===== config.mk =====
export PLATFORM = sky130hd
export DESIGN_NAME = skin_bbox
export DESIGN_NICKNAME = d
export VERILOG_FILES = /design/src/rtl/skin_bbox.sv
export SDC_FILE = /design/constraint.sdc
export NUM_CORES = 1
export LEC_CHECK = 0
export CORE_ASPECT_RATIO = 0.9
export CORE_MARGIN = 2
export CORE_UTILIZATION = 55
export DETAILED_ROUTE_END_ITERATION = 8
export GPL_ROUTABILITY_DRIVEN = 0
export PLACE_DENSITY = 0.78
export SYNTH_ARGS = -nofsm -noshare
export SYNTH_HDL_FRONTEND = slang
export SYNTH_SLANG_ARGS = --single-unit

===== constraint.sdc =====
create_clock -name clk -period 9.2 [get_ports clk]
set_input_delay 1.84 -clock clk [delete_from_list [all_inputs] [get_ports clk]]
set_output_delay 1.84 -clock clk [all_outputs]
set_load 0.03 [all_outputs]

===== src/rtl/skin_bbox.sv =====
// Skin-pixel counter and bounding-box accumulator over a raster-scanned frame.
// Emits one result per completed frame on a valid/ready port.
module skin_bbox #(
  parameter int H_ACTIVE  = 640,
  parameter int V_ACTIVE  = 480,
  parameter int MIN_COUNT = 16,
  parameter int XW        = 10,
  parameter int YW        = 10,
  parameter int CW        = 19
) (
  input  logic          clk,
  input  logic          rst,
  input  logic          i_valid,
  input  logic          i_sof,
  input  logic          skind,
  output logic          o_valid,
  input  logic          o_ready,
  output logic          o_found,
  output logic [XW-1:0] o_xmin,
  output logic [XW-1:0] o_xmax,
  output logic [YW-1:0] o_ymin,
  output logic [YW-1:0] o_ymax,
  output logic [CW-1:0] o_count,
  output logic          o_drop
);

  localparam logic [0:0] S_IDLE = 1'b0;
  localparam logic [0:0] S_ACC  = 1'b1;

  logic [0:0]    state_q, state_d;
  logic [XW-1:0] x_q, x_d;
  logic [YW-1:0] y_q, y_d;
  logic [CW-1:0] cnt_q, cnt_d;
  logic          any_q, any_d;
  logic [XW-1:0] xmin_q, xmin_d, xmax_q, xmax_d;
  logic [YW-1:0] ymin_q, ymin_d, ymax_q, ymax_d;

  logic          vld_q, vld_d, drop_q, drop_d;
  logic          fnd_q, fnd_d;
  logic [XW-1:0] rxmin_q, rxmin_d, rxmax_q, rxmax_d;
  logic [YW-1:0] rymin_q, rymin_d, rymax_q, rymax_d;
  logic [CW-1:0] rcnt_q, rcnt_d;

  logic          take, hit, last, found_n;
  logic [XW-1:0] px, bxmin, bxmax, nxmin, nxmax;
  logic [YW-1:0] py, bymin, bymax, nymin, nymax;
  logic [CW-1:0] bcnt, ncnt;
  logic          bany, nany;

  // A sof pixel restarts the frame, so it sees cleared accumulators at (0,0).
  always_comb begin
    take  = i_valid && (i_sof || state_q == S_ACC);
    px    = i_sof ? '0 : x_q;
    py    = i_sof ? '0 : y_q;
    bcnt  = i_sof ? '0 : cnt_q;
    bany  = i_sof ? 1'b0 : any_q;
    bxmin = i_sof ? '0 : xmin_q;
    bxmax = i_sof ? '0 : xmax_q;
    bymin = i_sof ? '0 : ymin_q;
    bymax = i_sof ? '0 : ymax_q;
    hit   = take && skind;
    ncnt  = bcnt;
    if (hit && bcnt != {CW{1'b1}}) ncnt = bcnt + CW'(1);
    nany  = bany || hit;
    nxmin = (hit && (!bany || px < bxmin)) ? px : bxmin;
    nxmax = (hit && (!bany || px > bxmax)) ? px : bxmax;
    nymin = (hit && (!bany || py < bymin)) ? py : bymin;
    nymax = (hit && (!bany || py > bymax)) ? py : bymax;
    last  = take && px == XW'(H_ACTIVE - 1)
                 && py == YW'(V_ACTIVE - 1);
    found_n = ncnt >= CW'(MIN_COUNT);
  end

  always_comb begin
    state_d = state_q;
    x_d     = x_q;
    y_d     = y_q;
    cnt_d   = cnt_q;
    any_d   = any_q;
    xmin_d  = xmin_q;
    xmax_d  = xmax_q;
    ymin_d  = ymin_q;
    ymax_d  = ymax_q;
    if (take) begin
      if (last) begin
        state_d = S_IDLE;
        x_d     = '0;
        y_d     = '0;
        cnt_d   = '0;
        any_d   = 1'b0;
        xmin_d  = '0;
        xmax_d  = '0;
        ymin_d  = '0;
        ymax_d  = '0;
      end else begin
        state_d = S_ACC;
        x_d     = (px == XW'(H_ACTIVE - 1)) ? '0 : px + XW'(1);
        y_d     = (px == XW'(H_ACTIVE - 1)) ? py + YW'(1) : py;
        cnt_d   = ncnt;
        any_d   = nany;
        xmin_d  = nxmin;
        xmax_d  = nxmax;
        ymin_d  = nymin;
        ymax_d  = nymax;
      end
    end
  end

  always_comb begin
    vld_d   = vld_q && !o_ready;
    drop_d  = 1'b0;
    fnd_d   = fnd_q;
    rxmin_d = rxmin_q;
    rxmax_d = rxmax_q;
    rymin_d = rymin_q;
    rymax_d = rymax_q;
    rcnt_d  = rcnt_q;
    if (last) begin
      vld_d   = 1'b1;
      drop_d  = vld_q && !o_ready;
      fnd_d   = found_n;
      rxmin_d = found_n ? nxmin : '0;
      rxmax_d = found_n ? nxmax : '0;
      rymin_d = found_n ? nymin : '0;
      rymax_d = found_n ? nymax : '0;
      rcnt_d  = ncnt;
    end
  end

  always_ff @(posedge clk or negedge rst) begin
    if (!rst) begin
      state_q <= S_IDLE;
      x_q     <= '0;
      y_q     <= '0;
      cnt_q   <= '0;
      any_q   <= 1'b0;
      xmin_q  <= '0;
      xmax_q  <= '0;
      ymin_q  <= '0;
      ymax_q  <= '0;
      vld_q   <= 1'b0;
      drop_q  <= 1'b0;
      fnd_q   <= 1'b0;
      rxmin_q <= '0;
      rxmax_q <= '0;
      rymin_q <= '0;
      rymax_q <= '0;
      rcnt_q  <= '0;
    end else begin
      state_q <= state_d;
      x_q     <= x_d;
      y_q     <= y_d;
      cnt_q   <= cnt_d;
      any_q   <= any_d;
      xmin_q  <= xmin_d;
      xmax_q  <= xmax_d;
      ymin_q  <= ymin_d;
      ymax_q  <= ymax_d;
      vld_q   <= vld_d;
      drop_q  <= drop_d;
      fnd_q   <= fnd_d;
      rxmin_q <= rxmin_d;
      rxmax_q <= rxmax_d;
      rymin_q <= rymin_d;
      rymax_q <= rymax_d;
      rcnt_q  <= rcnt_d;
    end
  end

  assign o_valid = vld_q;
  assign o_drop  = drop_q;
  assign o_found = fnd_q;
  assign o_xmin  = rxmin_q;
  assign o_xmax  = rxmax_q;
  assign o_ymin  = rymin_q;
  assign o_ymax  = rymax_q;
  assign o_count = rcnt_q;

endmodule

# Word level (Yosys, flattened, before mapping)
# Index checks and enable logic that the tools add are counted.
dict set report totals {
  memories 0
  rom_bits 0
  latch_bits 0
  elab_cells 76
  out_inout_bits 62
  ram_bits 0
  reg_bits 143
}
dict set report op_classes {
  muxes 30
  eq_ne 3
  n_reduce_logical 18
  n_shift 0
  addsub 3
  bitwise_logic 0
  multipliers 0
  n_lt_le_gt_ge 5
  n_div 0
}
# op count
set op_table {}
lappend op_table {{10-bit two-way mux} 22}
lappend op_table {{19-bit two-way mux} 3}
lappend op_table {{10-bit by 1-bit adder with 10-bit output (second input constant)} 2}
lappend op_table {{10-bit > comparator} 2}
lappend op_table {{10-bit less-than comparator} 2}
lappend op_table {{19-bit by 1-bit adder with 19-bit output (second input constant)} 1}
lappend op_table {{19-bit by 5-bit >= comparator with 1-bit output (second input constant)} 1}
lappend op_table {{19-bit != test (second input constant)} 1}
lappend op_table {{10-bit equality test (second input constant)} 1}
lappend op_table {{10-bit by 9-bit equality test with 1-bit output (second input constant)} 1}
lappend op_table {{1-bit logical AND} 10}
lappend op_table {{1-bit logical OR} 6}
lappend op_table {{1-bit two-way mux} 5}
lappend op_table {{1-bit logical NOT} 2}

# Longest topological paths before layout
dict set report depth {
  word_depth 7
  ltp_mapped 18
}

# Least setup slack after synthesis
# OpenSTA, ideal clock, no wires.
dict set report synth_timing {
  path_kind {input to register}
  from {input port i_sof}
  to {register rxmin_q[0] (netlist: o_xmin[0])}
  required_ps 9058
  setup_time_ps 142
  n_path_buf 8
  t_arrival_ps 5319
  setup_slack_ps 3739
  path_stages 18
  path_cell_list {buf_4 buf_2 buf_1 clkbuf_1 buf_1 nor2b_1 ha_1 buf_2 and3_1 nand4_4 o21a_1 buf_6 nand4_1 o41ai_1 nand4_1 nor4_4 buf_6 a211oi_2}
}
dict set report synth_between {
  elab_chain_len 7
  word_cells_on_any_way 23
}
# element line
set synth_lines {}
lappend synth_lines {{start, declared} 14} ;# input logic i_sof,
lappend synth_lines {{parallel branches: the longest is 7 deep, another holds 19-bit by 1-bit adder with 19-bit output} n/a}
lappend synth_lines {{end signal, assigned} 162} ;# rxmin_q <= rxmin_d;
lappend synth_lines {{end, declared} 40} ;# logic [XW-1:0] rxmin_q, rxmin_d, rxmax_q, rxmax_d;
# Parallel ways; which one is timed is not known.
# A chain may end at the register's enable or synchronous reset.

# Worst setup path after layout
dict set report layout_timing {
  from {input port i_sof}
  to {register xmax_q[5]}
}
dict set report layout_between {
  elab_chain_len 6
  word_cells_on_any_way 17
}
# element line
set layout_lines {}
lappend layout_lines {{10-bit two-way mux, or another cell as far along} 53} ;# px = i_sof ? '0 : x_q;
lappend layout_lines {{10-bit > comparator, or another cell as far along} 66} ;# nxmax = (hit && (!bany || px > bxmax)) ? px : bxmax;
lappend layout_lines {{1-bit logical OR or 1-bit logical AND (tied branches)} {66, 61}}
lappend layout_lines {{1-bit logical AND} 66}
lappend layout_lines {{10-bit two-way mux} 66}
lappend layout_lines {{10-bit two-way mux} 85} ;# if (last) begin
lappend layout_lines {{end signal, assigned} 156} ;# xmax_q <= xmax_d;
lappend layout_lines {{end, declared} 35} ;# logic [XW-1:0] xmin_q, xmin_d, xmax_q, xmax_d;
# Several ways; a longest one is shown, not always the timed one.

==> flow_metrics.py <==
metrics = {
    "die": {
        "die_x_um": 131.3,
        "io_pins": 68,
        "core_area_um2": 14160,
        "initial_core_util_pct": 56.63,
        "dieArea_um2": 15560,
        "num_rows": 41,
        "die_height_um": 118.5,
    },
    "logic_synthesis": {
        "yosysWarnings": 0,
        "synth_fp_nets": 911,
        "synth_async_sr_flop_share_pct": 100.0,
        "synth.area.top_cells": "dfrtp_1, nand2_1, ha_1",
        "synth_commonest_cells": "nand2_1, dfrtp_1, o21ai_0",
        "synthCells": 864,
        "syn-cell-area_um2": 8018,
        "synth_top_area_share_pct": 44.63,
        "synthDistinctLibCells": 62,
        "synth-edff-count": 0,
        "yosysMostFrequentCell": "nand2_1",
        "syn_area_per_cell_um2": 9.280,
        "seq_area_frac_synth_pct": 44.63,
        "synth_ff_type": "dfrtp_1",
        "synth_seq_cells": 143,
        "synth.largest_area_cell": "dfrtp_1",
    },
    "final_layout": {
        "fillers": 1119,
        "stdcell_area_um2": 9348,
        "syn_to_final_growth_pct": 16.59,
        "fin_nets": 946,
        "drive_gt1_share_pct": 8.342,
    },
    "global_routing": {
        "grt_max_degree": 75,
        "grt_overflow_total": 0,
        "grt_pass1_wl_mm": 33.74,
        "antenna_found_initial": 0,
        "grt_pass1_vias": 6284,
        "grt_util_all_layers_pct": 27.47,
    },
    "sta": {
        "setup-tns-final_ns": 0,
        "min_period_over_period_pct": 59.97,
        "max_freq_ghz": 0.1813,
        "maxSlewHeadroom_pct": 17.13,
        "setup_slack_ns": 3.683,
        "grt_setup_unrepaired": "no",
        "worst_pin_slew_ns": 1.238,
        "post-route-min-period_ns": 5.517,
        "finalClockSkew_ns": 0.01120,
        "finalHoldViolations": 0,
        "slew_viol_final": 0,
        "final-setup-viol-count": 0,
    },
    "clocking": {
        "h-tree-depth": 4,
        "cts_sinks": 143,
        "cts_tree": "done",
        "ctsLongestPathBuffers": 2,
        "post_cts_buffers": 0,
        "cts-buffers-inserted": 17,
        "clk_latency_ns": 0.43,
        "holdBufCountCts": 0,
        "cts.clk_slew.worst_paths_ns": 0.06,
        "cts-resized-gates": 0,
        "cts_root_buf": "clkbuf_16",
    },
    "detailed_routing": {
        "first_pass_iters": 5,
        "antenna_left": 0,
        "dr_total_vias": 6785,
        "drt_iter0_markers": 697,
        "drc_errors": 0,
        "avgViaCountPerCell": 6.140,
        "drt-total-wl_mm": 20.69,
        "wl_per_cell_um": 18.72,
    },
    "power": {
        "swShare_pct": 23.33,
        "peakVddDrop_uv": 136.6,
        "p_sw_w": 0.0003447,
        "p_leak_nw": 3.984,
        "p_comb_share_pct": 6.1,
        "seqPwrFrac_pct": 43.9,
        "power_frac_clock_pct": 50.0,
        "powerDensity_nw_per_um2": 158.1,
        "internal_power_w": 0.001133,
    },
    "setup_path": {
        "setup.worst_path.start": "i_sof",
        "r2r_slack_ns": 5.58,
        "ff2ff_path_depth": 7,
        "critPathArrivalTime_ns": 5.83,
        "worstReg2RegStart": "x_q[1]",
        "worstSetupPathType": "in -> reg",
        "worst_ep_required_time_ns": 9.52,
        "crit_fanout": 49,
        "critPathCaptureType": "flip-flop",
        "startpoint_type": "primary input",
        "r2r-end": "o_xmax[5]",
        "endpoint": "xmax_q[5]",
    },
    "placement": {
        "place.detailed.hpwl_mm": 13.83,
        "post-place-ws_ns": 3.345,
        "port_buffers": 67,
        "placed_area_um2": 8710,
    },
    "min_path": {
        "hp-class": "reg -> reg",
        "holdPathStages": 2,
    },
    "job": {
        "maxCapViolCount": 0,
    },
    "status": {
        "outcome": "complete, no violations",
    },
}
cells in the final DEF (no fill, tap or decap), types with 8 or more instances in the layout:
| master | synthesis | layout |
|---|---|---|
| clkbuf_16 | 0 | 17 |
| nand3_1 | 15 | 15 |
| nor3_1 | 23 | 22 |
| inv_1 | 19 | 19 |
| o21ai_0 | 79 | 79 |
| clkdlybuf4s50_1 | 0 | 65 |
| o31ai_1 | 11 | 11 |
| ha_1 | 41 | 41 |
| a22o_1 | 44 | 44 |
| nand2_1 | 148 | 148 |
| dfrtp_1 | 143 | 143 |
| a21o_1 | 10 | 10 |
| nor2_1 | 42 | 42 |
| xnor2_1 | 13 | 13 |
| a21oi_2 | 8 | 8 |
| buf_4 | 3 | 9 |
| a21oi_1 | 34 | 34 |
| and3_1 | 8 | 8 |
| nand4_1 | 18 | 18 |
| nor2b_1 | 40 | 40 |
per-stage QoR:
step | utilization [%] | total power (W) | cells | hold WS, ns
finish | 66.02 | 0.001478 | 1105 | 0.4623
global route | 66.00 | 0.001525 | 1104 | 0.4929
CTS | 66.00 | 0.001484 | 1104 | 0.4685
detailed placement | 61.51 | 0.0007485 | 1073 | 0.4551
global placement | 61.51 | 0.0007469 | 1073 | 0.4498
floorplan | - | 0.0007129 | 864 | 0.4584
routing by layer:
metal	global-route usage, %	wire [um]	part of all wire, %
met4	10.33	588	2.8
met3	7.207	1609	7.8
met5	0	0	0
met2	40.36	9061	44
met1	39.20	9433	46
power groups by stage:
stage          Combinational, W  Sequential [W]  Clock, W
6_report              0.0000901        0.000649  0.000739
5_1_grt               0.0000997        0.000649  0.000776
4_1_cts               0.0000899        0.000648  0.000746
3_5_place_dp          0.0000890        0.000659         0
3_3_place_gp          0.0000873        0.000660         0
2_1_floorplan         0.0000598        0.000653         0
final cells by class:
type,instances,area [um2],share of cell area [%]
tap,193,241.5,2.583
antenna,1,2.502,0.02677
sequential,143,3578,38.28
multi-input combinational,642,4084,43.69
inverter,19,71.32,0.7629
clock buffer,23,508.0,5.434
timing repair buffer,76,734.5,7.857
clock inverter,8,127.6,1.365
cells by family (layout without fill, tap and decap cells):
group | count (synthesis) | count (layout) | share of synthesized area (%)
AOI/OAI and AO/OA | 243 | 243 | 20.77
xor gates and xnor gates | 18 | 18 | 1.966
adders and majority gates | 41 | 41 | 6.398
buffers and inverters | 79 | 126 | 4.541
DFF | 143 | 143 | 44.63
muxes | 6 | 6 | 0.7491
other | 0 | 1 | 0
and+or+nand+nor | 334 | 334 | 20.94
how the worst min path moves through the flow:
stage                      startpoint     endpoint  slack (ns)
after floorplan             ymin_q[2]    ymin_q[2]        0.46
after global placement    o_count[14]  o_count[14]        0.45
after detailed placement  o_count[14]  o_count[14]        0.46
after CTS                 o_count[14]  o_count[14]        0.47
after global routing      o_count[14]  o_count[14]        0.49
final                     o_count[14]  o_count[14]        0.46
critical path: stages:
cell       delay, ns
buf_2           0.65
inv_1           0.40
buf_4           0.35
nand2_1         0.09
ha_1            0.13
nor2b_1         0.13
o21a_1          0.13
o21ai_0         0.07
a211oi_1        0.21
a2111oi_0       0.10
nor3_1          0.94
o21ai_1         0.45
a22o_1          0.31
Power figures use the tool's default switching activity.
